**config.mk**
```make
export PLATFORM = sky130hd
export DESIGN_NAME = inv_round_counter
export DESIGN_NICKNAME = d
export VERILOG_FILES = /design/src/rtl/inv_round_counter.sv
export SDC_FILE = /design/constraint.sdc
export NUM_CORES = 1
export LEC_CHECK = 0
export CAP_MARGIN = 30
export CORE_MARGIN = 2
export CORE_UTILIZATION = 41
export DETAILED_ROUTE_END_ITERATION = 16
export GPL_ROUTABILITY_DRIVEN = 0
export PLACE_DENSITY = 0.73
export SLEW_MARGIN = 15
export SYNTH_ARGS = -nofsm -noshare
export SYNTH_HDL_FRONTEND = slang
export SYNTH_SLANG_ARGS = --single-unit
```
**constraint.sdc**
```tcl
create_clock -name clk -period 1.8 [get_ports clk]
set_clock_uncertainty 0.2 [all_clocks]
set_input_delay 0.18 -clock clk [delete_from_list [all_inputs] [get_ports clk]]
set_output_delay 0.18 -clock clk [all_outputs]
set_load 0.02 [all_outputs]
```
**src/rtl/inv_round_counter.sv**
```systemverilog
// Decryption round sequencer: counts rounds down from NUM_ROUNDS to 0,
// selects the round key and drives the inverse-datapath step enables.
// The finished block is handed downstream with a valid/ready handshake.
//
// Ports:
//   clk, n_rst        clock (rising edge), asynchronous active-low reset
//   start             request to decrypt one block (IDLE, or DONE with out_ready)
//   key_ready         round key for round_idx available; gates every step
//   abort             synchronous cancel back to IDLE, highest priority
//   out_ready         downstream accepts the result
//   round_idx         current round / round-key select
//   load_state        INIT step: load ciphertext into the state register
//   inv_sub_shift_en  apply InvShiftRows + InvSubBytes this step
//   add_key_en        apply AddRoundKey this step
//   inv_mix_en        apply InvMixColumns this step
//   busy              high in INIT, ROUND, FINAL
//   done_valid        result valid, held until accepted
module inv_round_counter #(
  parameter int unsigned NUM_ROUNDS = 10,
  parameter int unsigned ROUND_W    = 4
) (
  input  logic               clk,
  input  logic               n_rst,
  input  logic               start,
  input  logic               key_ready,
  input  logic               abort,
  input  logic               out_ready,
  output logic [ROUND_W-1:0] round_idx,
  output logic               load_state,
  output logic               inv_sub_shift_en,
  output logic               add_key_en,
  output logic               inv_mix_en,
  output logic               busy,
  output logic               done_valid
);

  localparam logic [ROUND_W-1:0] RoundLast  = ROUND_W'(NUM_ROUNDS);
  localparam logic [ROUND_W-1:0] RoundFirst = ROUND_W'(NUM_ROUNDS - 1);
  localparam logic [ROUND_W-1:0] RoundOne   = ROUND_W'(1);
  localparam logic [ROUND_W-1:0] RoundZero  = '0;

  typedef enum logic [2:0] {
    ST_IDLE  = 3'd0,
    ST_INIT  = 3'd1,
    ST_ROUND = 3'd2,
    ST_FINAL = 3'd3,
    ST_DONE  = 3'd4
  } state_e;

  state_e             state_q, state_d;
  logic [ROUND_W-1:0] round_q, round_d;
  logic               compute_c;
  logic               step_c;

  // State and round index registers
  always_ff @(posedge clk or negedge n_rst) begin
    if (!n_rst) begin
      state_q <= ST_IDLE;
      round_q <= RoundZero;
    end else begin
      state_q <= state_d;
      round_q <= round_d;
    end
  end

  // Next-state and round index; abort overrides everything
  always_comb begin
    state_d = state_q;
    round_d = round_q;
    if (abort) begin
      state_d = ST_IDLE;
      round_d = RoundZero;
    end else begin
      unique case (state_q)
        ST_IDLE: begin
          if (start) begin
            state_d = ST_INIT;
            round_d = RoundLast;
          end
        end
        ST_INIT: begin
          if (key_ready) begin
            state_d = ST_ROUND;
            round_d = RoundFirst;
          end
        end
        ST_ROUND: begin
          if (key_ready) begin
            if (round_q == RoundOne) begin
              state_d = ST_FINAL;
              round_d = RoundZero;
            end else begin
              round_d = round_q - RoundOne;
            end
          end
        end
        ST_FINAL: begin
          if (key_ready) begin
            state_d = ST_DONE;
          end
        end
        ST_DONE: begin
          if (out_ready) begin
            if (start) begin
              state_d = ST_INIT;
              round_d = RoundLast;
            end else begin
              state_d = ST_IDLE;
              round_d = RoundZero;
            end
          end
        end
        default: begin
          state_d = ST_IDLE;
          round_d = RoundZero;
        end
      endcase
    end
  end

  // Output decode; enables are suppressed on stall and in the abort cycle
  always_comb begin
    compute_c        = (state_q == ST_INIT) || (state_q == ST_ROUND) ||
                       (state_q == ST_FINAL);
    step_c           = key_ready && !abort && compute_c;
    round_idx        = round_q;
    load_state       = step_c && (state_q == ST_INIT);
    inv_sub_shift_en = step_c && ((state_q == ST_ROUND) || (state_q == ST_FINAL));
    add_key_en       = step_c;
    inv_mix_en       = step_c && (state_q == ST_ROUND);
    busy             = compute_c;
    done_valid       = (state_q == ST_DONE);
  end

endmodule
```
==> impl_metrics.ini, run 1 <==
[outcome]
status = finished with violations
violations = negative setup slack

[logic_synthesis]
ys_types = 36
yosys_warnings = 0
synthTopCellsByCount = nor2_1 (8), dfrtp_1 (7), nor2b_1 (4)
synth_flop_cell = dfrtp_1
avgSynthCellArea_sq_um = 9.01
synthCells = 65
synth_edf_count = 0
ys_seq_area_frac = 0.299
post-synth-top-area-cell = dfrtp_1
synthDominantCellAreaShare = 0.299
synth_seq_cells = 7
syn-cell-area_sq_um = 586
syn_nets = 73
async_reset_ff_frac = 1.00
yosys-top-cells-area = dfrtp_1 (30%), nor2_1 (5.1%), ha_1 (4.3%)
synth.most_common_cell = nor2_1

[place]
place_area_sq_um = 932
dp_hpwl_um = 1330
port_buffers = 15
dp.cells = 116

[timing]
hold_viol = 0
tns_ps = -261
slew_headroom = 0.760
fin_worst_hold_slack_ps = 286
setup_viol = 4
rsz0062_at_grt = yes
layout_min_cycle_time_ps = 1900
max_freq_mhz = 525
fin_crit_sh = 1.06
drv_slew = 0
worst_pin_slew_ps = 358
setup_ws_ps = -104

[grt]
use_met2 = 0.394
gr-max-usage-layer = met2
track_usage = 0.239
antenna_found_initial = 0
grt_overflow = 0
use_met1 = 0.304
grt_pass1_vias = 663
grt_max_degree = 10
grt_pass1_wl_um = 3130
met3_usage = 0.0304

[route]
ant_nets = 0
drtIter0Drc = 11
drc = 0
vias = 677
vias_per_cell = 5.55
avgRoutedWirePerCell_um = 15.6
first_pass_iters = 4
wl_um = 1900

[power_and_ir_drop]
p_sw_w = 0.000603
peakVddDrop_mv = 0.927
combPwrFrac = 0.693
p_int_w = 0.000842
p_per_area_mw_per_mm2 = 1370
pwr-share-clk = 0.100
seqPwrFrac = 0.206
p_leak_nw = 0.565
sw_frac_of_total = 0.417

[setup_path]
crit_buf_inv = 1
cp_data_arrival_time_ps = 1840
critPathKind = flip-flop to flip-flop
crit_fanout = 2
crit_family = compound AO/OA/AOI/OAI gates
cp.required_ps = 1740
end_kind = flip-flop
slowest_stage = dfrtp_2
path_cells = inv_2, ha_4, nor3b_4, o21ai_2, a311oi_2, mux2_4
critPathMaxStageDelay_ps = 400
cp-start-kind = flip-flop

[die]
core_sq_mm = 0.00132
std_cell_rows = 13
initial_core_util = 0.444
die_w_um = 41.8
ioPinCount = 16
die-height_um = 41.8
dieArea_sq_mm = 0.00175

[clocking]
clock_latency_ps = 260
htree_levels = 1
numCtsBuffers = 3
cts_tree = yes
cts-root-buf = clkbuf_4
path_clk_slew_ps = 60
ctsLongestPathBuffers = 2
clock_sinks = 7

[final_layout]
fin_nets = 116
final_cell_area_sq_mm = 0.00105
drive_gt1_frac = 0.514
layoutNonFillerInstCount = 122
n_antenna_cell = 0
post-route-util = 0.800
syn_to_final_growth_pct = 79.9

[hold_path]
hold_path.class = input port to flip-flop

[flow_run]
cap_violations = 0
final cells by class:
type / instances / area, sq um
clock buffer: 3 / 22.5
clock inverter: 1 / 5.00
fill: 95 / 264
inverter: 2 / 7.51
multi-input combinational: 52 / 467
sequential: 7 / 178
tap: 15 / 18.8
timing repair buffer: 42 / 355
layout by cell type (no fill, tap or decap), types with 2 or more instances in the layout:
master	instances
buf_4	26
nor2_1	6
clkdlybuf4s50_1	5
dfrtp_1	5
dlygate4sd2_1	4
nand2_1	3
nor2b_1	3
nand2b_1	3
clkbuf_4	3
dlymetal6s2s_1	3
nor2_2	2
and2_1	2
nor4b_1	2
mux2i_1	2
ha_4	2
dfrtp_2	2
sequential cells by signal, indices dropped and copies added, names as in the netlist:
name	cells
state_q	3
round_idx	4
per-stage QoR:
step                worst slack (ps)  power (W)
finish                          -104    0.00145
detailed placement              -389    0.00117
global placement                -366    0.00114
global route                    -170    0.00154
CTS                             -151    0.00143
floorplan                       -139   0.000721
worst paths after layout:
path / from / endpoint / slack, ps / cells past startpoint
setup / recovery: round_idx[1] / state_q[0] / -100 / 6
hold / removal: abort / state_q[1] / 290 / 3
setup reg to reg: round_idx[1] / state_q[0] / -100 / 6
hold reg to reg: round_idx[2] / round_idx[2] / 480 / 2
max in group asynchronous: n_rst / round_idx[1] / 580 / 2
min in group asynchronous: n_rst / round_idx[2] / 540 / 2
cell families (layout without fill, tap and decap cells):
| family | count (synthesis) | in the layout | share of synthesized area |
|---|---|---|---|
| AND/OR/NAND/NOR | 34 | 34 | 0.372 |
| XOR/XNOR | 2 | 2 | 0.0299 |
| buffers and inverters | 6 | 48 | 0.0534 |
| flip-flops | 7 | 7 | 0.299 |
| AO/OA/AOI/OAI | 11 | 11 | 0.150 |
| adder cells (fa/ha/maj) | 2 | 2 | 0.0427 |
| multiplexers | 3 | 3 | 0.0534 |
layer usage:
| metal | part of all wire | up-vias |
|---|---|---|
| met5 | 0 | - |
| met4 | 0.0079 | 0 |
| met1 | 0.44 | 324 |
| met3 | 0.048 | 4 |
| li1 | - | 324 |
| met2 | 0.50 | 25 |
worst min-delay path, delay by kind of cell:
family                 cells  cell delay (ps)
AND/OR/NAND/NOR            2              220
buffers and inverters      1              290
power groups by stage:
stage | combinational, W | sequential, W | clock [W]
floorplan | 0.000396 | 0.000325 | 0
global placement | 0.000860 | 0.000281 | 0
detailed placement | 0.000885 | 0.000284 | 0
CTS | 0.000986 | 0.000295 | 0.000153
global route | 0.00107 | 0.000308 | 0.000164
finish | 0.00100 | 0.000298 | 0.000145
timing repair:
action	in CTS	in global routing
hold buffers	1	0
gates cloned	0	0
endpoints found under the hold margin	5	0
resized for setup	27	8
setup endpoints to repair	12	13
pin swaps	9	4
buffers inserted	1	0
Note: power is estimated with default switching activity, not from simulation.
==> run 2, diff against run 1 <==
Settings changed: CORE_UTILIZATION 41 to 45, PLACE_DENSITY 0.73 to 0.76.
Clock period 1.8 ns to 1.9 ns, I/O delays scaled along.
==> impl_metrics.ini, run 2 (synthesized netlist as in run 1, its figures left out) <==
[setup_path]
cp_data_arrival_time_ps = 1850
slowest_stage = dfrtp_2
critPathKind = flip-flop to flip-flop
critPathMaxStageDelay_ps = 400
crit_buf_inv = 1
crit_fanout = 2
cp-start-kind = flip-flop
crit_family = compound AO/OA/AOI/OAI gates
end_kind = flip-flop
cp.required_ps = 1830
path_cells = inv_2, ha_4, nor3b_4, o21ai_2, a311oi_2, mux2_4

[grt]
grt_overflow = 0
grt_max_degree = 11
grt_pass1_wl_um = 2720
track_usage = 0.266
grt_pass1_vias = 600
antenna_found_initial = 0

[route]
avgRoutedWirePerCell_um = 16.5
wl_met1_um = 803
ant_nets = 0
drc = 0
first_pass_iters = 4
drtIter0Drc = 23
wl_um = 1860
vias_per_cell = 5.85
wl_met2_um = 925
highest_layer = met4
vias = 661
met3WireLength_um = 106

[place]
port_buffers = 15
dp.cells = 107
dp_hpwl_um = 1280
pre_cts_slack_ps = -336

[power_and_ir_drop]
pwr-share-clk = 0.105
p_int_w = 0.000729
peakVddDrop_mv = 1.03
p_sw_w = 0.000561
p_per_area_mw_per_mm2 = 1330
p_leak_nw = 0.480
seqPwrFrac = 0.220
sw_frac_of_total = 0.435
combPwrFrac = 0.675

[clocking]
clock_latency_ps = 250
htree_levels = 1
numCtsBuffers = 3
cts_tree = yes
ctsLongestPathBuffers = 2
clock_sinks = 7
cts_hold_buffers = 0
path_clk_slew_ps = 50
cts-root-buf = clkbuf_4

[flow_run]
cap_violations = 0

[hold_path]
hold_path.class = input port to async pin

[timing]
setup_viol = 2
slew_headroom = 0.773
layout_min_cycle_time_ps = 1920
setup_ws_ps = -20.6
hold_viol = 0
tns_ps = -23.3
worst_pin_slew_ps = 339
drv_slew = 0
max_freq_mhz = 521
fin_crit_sh = 1.01
rsz0062_at_grt = yes

[final_layout]
layout_commonest_cell = buf_4
layoutNonFillerInstCount = 113
mostFrequentLayoutCells = buf_4 (19), clkdlybuf4s50_1 (8), nor2_1 (6)
n_antenna_cell = 0
drive_gt1_frac = 0.455
largest_reg_flops = 4
syn_to_final_growth_pct = 65.6
num-fill-cells = 78
fin_nets = 108

[die]
ioPinCount = 16
dieArea_sq_mm = 0.00161
die_w_um = 40.1
core_sq_mm = 0.00116
die-height_um = 40.1
std_cell_rows = 12
initial_core_util = 0.506

[outcome]
violations = negative setup slack
status = finished with violations
-- run 2: repair_timing --
item / CTS / global route
resized for setup: 17 / 10
pin swaps: 0 / 3
buffers inserted: 0 / 2
endpoints found under the setup margin: 10 / 6
-- run 2: layout make-up --
cell class                 instances  area [sq um]  area share
sequential                         7           179       0.185
clock buffer                       4          26.3      0.0271
timing repair buffer              34           277       0.285
tap                               14          17.5      0.0181
inverter                           2          7.51     0.00774
multi-input combinational         52           463       0.477
-- run 2: power groups by stage --
stage	clock network, W	registers, W	logic [W]
final	0.000135	0.000284	0.000871
after global routing	0.000146	0.000290	0.000927
after CTS	0.000140	0.000273	0.000792
after detailed placement	0	0.000268	0.000768
after global placement	0	0.000267	0.000749
after floorplan	0	0.000308	0.000375
-- run 2: metal layers --
metal,GRT usage,vias to the layer above
met5,0,-
li1,-,306
met4,0.138,0
met3,0.0556,4
met1,0.338,321
met2,0.419,30
-- run 2: stage by stage --
step                utilization  hold slack (ps)  instance area [sq um]  total power [W]
floorplan                     -             -306                    599         0.000683
global placement          0.753              272                    871          0.00102
global route              0.839             28.8                    970          0.00136
detailed placement        0.753              276                    871          0.00104
finish                    0.839             7.90                    970          0.00129
CTS                       0.799             10.2                    923          0.00121
-- run 2: worst paths after layout --
| path | from | endpoint | slack (ps) | depth (start not counted) |
|---|---|---|---|---|
| min reg2reg | round_idx[2] | round_idx[2] | 450 | 1 |
| max in group asynchronous | n_rst | round_idx[0] | 1220 | 1 |
| max | round_idx[1] | state_q[0] | -20 | 6 |
| min in group clk | abort | round_idx[3] | 320 | 3 |
| max reg2reg | round_idx[1] | state_q[0] | -20 | 6 |
| min | n_rst | state_q[1] | 8 | 1 |
==> run 3, diff against run 2 <==
Settings changed: GPL_TIMING_DRIVEN set to 0.
==> impl_metrics.ini, run 3 (synthesized netlist as in run 1, its figures left out) <==
[timing]
rsz0062_at_grt = yes
drv_slew = 0
tns_ps = -135
slew_headroom = 0.713
setup_viol = 2
hold_viol = 0
layout_min_cycle_time_ps = 1980
fin_crit_sh = 1.04
setup_ws_ps = -76.5
worst_pin_slew_ps = 429
max_freq_mhz = 506

[place]
pre_cts_slack_ps = -463
dp_hpwl_um = 1010
port_buffers = 15
dp.cells = 94

[setup_path]
crit_family = compound AO/OA/AOI/OAI gates
path_cells = inv_2, ha_2, nor3b_4, o21ai_1, a311oi_2, mux2_4
cp.required_ps = 1820
cp-start-kind = flip-flop
slowest_stage = dfrtp_2
critPathMaxStageDelay_ps = 410
crit_fanout = 3
reg2reg_from = round_idx[1]
reg2reg_depth = 6
cp_data_arrival_time_ps = 1900
r2r_slack_ps = -80
end_kind = flip-flop
startpoint = round_idx[1]
critPathKind = flip-flop to flip-flop
endpoint = state_q[0]
crit_cells = 6
r2r_end = state_q[0]
crit_buf_inv = 1

[clocking]
clock_sinks = 7
ctsLongestPathBuffers = 2
path_clk_slew_ps = 50
cts-root-buf = clkbuf_4
clock_latency_ps = 240
cts_tree = yes
numCtsBuffers = 3
htree_levels = 1

[final_layout]
drive_gt1_frac = 0.348
syn_to_final_growth_pct = 49.4
post-route-util = 0.756
mostFrequentLayoutCells = clkdlybuf4s50_1 (8), nor2_1 (6)
fin_nets = 98
layout_commonest_cell = clkdlybuf4s50_1
largest_reg_flops = 4
n_antenna_cell = 0
layoutNonFillerInstCount = 103

[die]
die_w_um = 40.1
ioPinCount = 16
die-height_um = 40.1
dieArea_sq_mm = 0.00161
core_sq_mm = 0.00116
initial_core_util = 0.506
std_cell_rows = 12

[power_and_ir_drop]
p_per_area_mw_per_mm2 = 1270
p_leak_nw = 0.423
total_power_w = 0.00111
peakVddDrop_mv = 0.869

[hold_path]
hp-start = abort
hold_path.class = input port to flip-flop

[route]
wl_um = 1430
vias = 595
drc = 0
ant_nets = 0
vias_per_cell = 5.78
avgRoutedWirePerCell_um = 13.8
first_pass_iters = 4
drtIter0Drc = 16

[outcome]
status = finished with violations
violations = negative setup slack

[grt]
antenna_found_initial = 0
grt_pass1_vias = 525
track_usage = 0.226
gr-max-usage-layer = met2
grt_pass1_wl_um = 2330
use_met2 = 0.347
use_met1 = 0.301
grt_overflow = 0
grt_max_degree = 11
met3_usage = 0.0333

[flow_run]
cap_violations = 0
run 3: final cells by class:
type | instances | area (sq um)
multi-input cells | 52 | 433
fillers | 79 | 282
repair buffers | 20 | 183
flip-flops and latches | 7 | 179
plain buffers | 4 | 28.8
clock buffers | 4 | 26.3
well taps | 14 | 17.5
inverters | 2 | 7.51
run 3: worst reg2reg max path, delay by kind of cell (launching register included):
family | cells | cell delay, ps
flops | 1 | 410
mux | 1 | 330
fa+ha+maj | 1 | 150
buf+inv | 1 | 70
simple gates | 1 | 220
compound gates | 2 | 480
run 3: layer usage:
metal  up-vias  share of wire
met4         0         0.0021
met5         -              0
met3         2          0.061
met2        26           0.47
li1        285              -
met1       282           0.46
run 3: metrics by stage:
| stage | hold slack (ps) | cell area (sq um) |
|---|---|---|
| after floorplan | -306 | 599 |
| after global placement | 252 | 767 |
| after detailed placement | 256 | 767 |
| after CTS | 297 | 863 |
| after global routing | 332 | 875 |
| final | 309 | 875 |
run 3: power by group:
part	leakage [nW]	internal [W]	switching [W]
logic	0.320	0.000336	0.000356
clock network	0.0150	0.0000795	0.0000449
registers	0.0879	0.000208	0.0000826
total	0.423	0.000624	0.000483
run 3: worst min path at each step:
stage / end / slack (ps) / depth (start not counted)
floorplan: round_idx[0] / -310 / 0
global placement: state_q[1] / 250 / 1
detailed placement: state_q[1] / 260 / 1
CTS: round_idx[3] / 300 / 2
global route: round_idx[3] / 330 / 2
finish: round_idx[3] / 310 / 2
run 3: timing repair:
action / in CTS / in global routing
gates cloned: 0 / 0
setup buffers: 4 / 0
hold buffers: 1 / 0
setup endpoints to repair: 11 / 8
resized for setup: 23 / 5
endpoints found under the hold margin: 7 / 0
pin swaps: 8 / 6
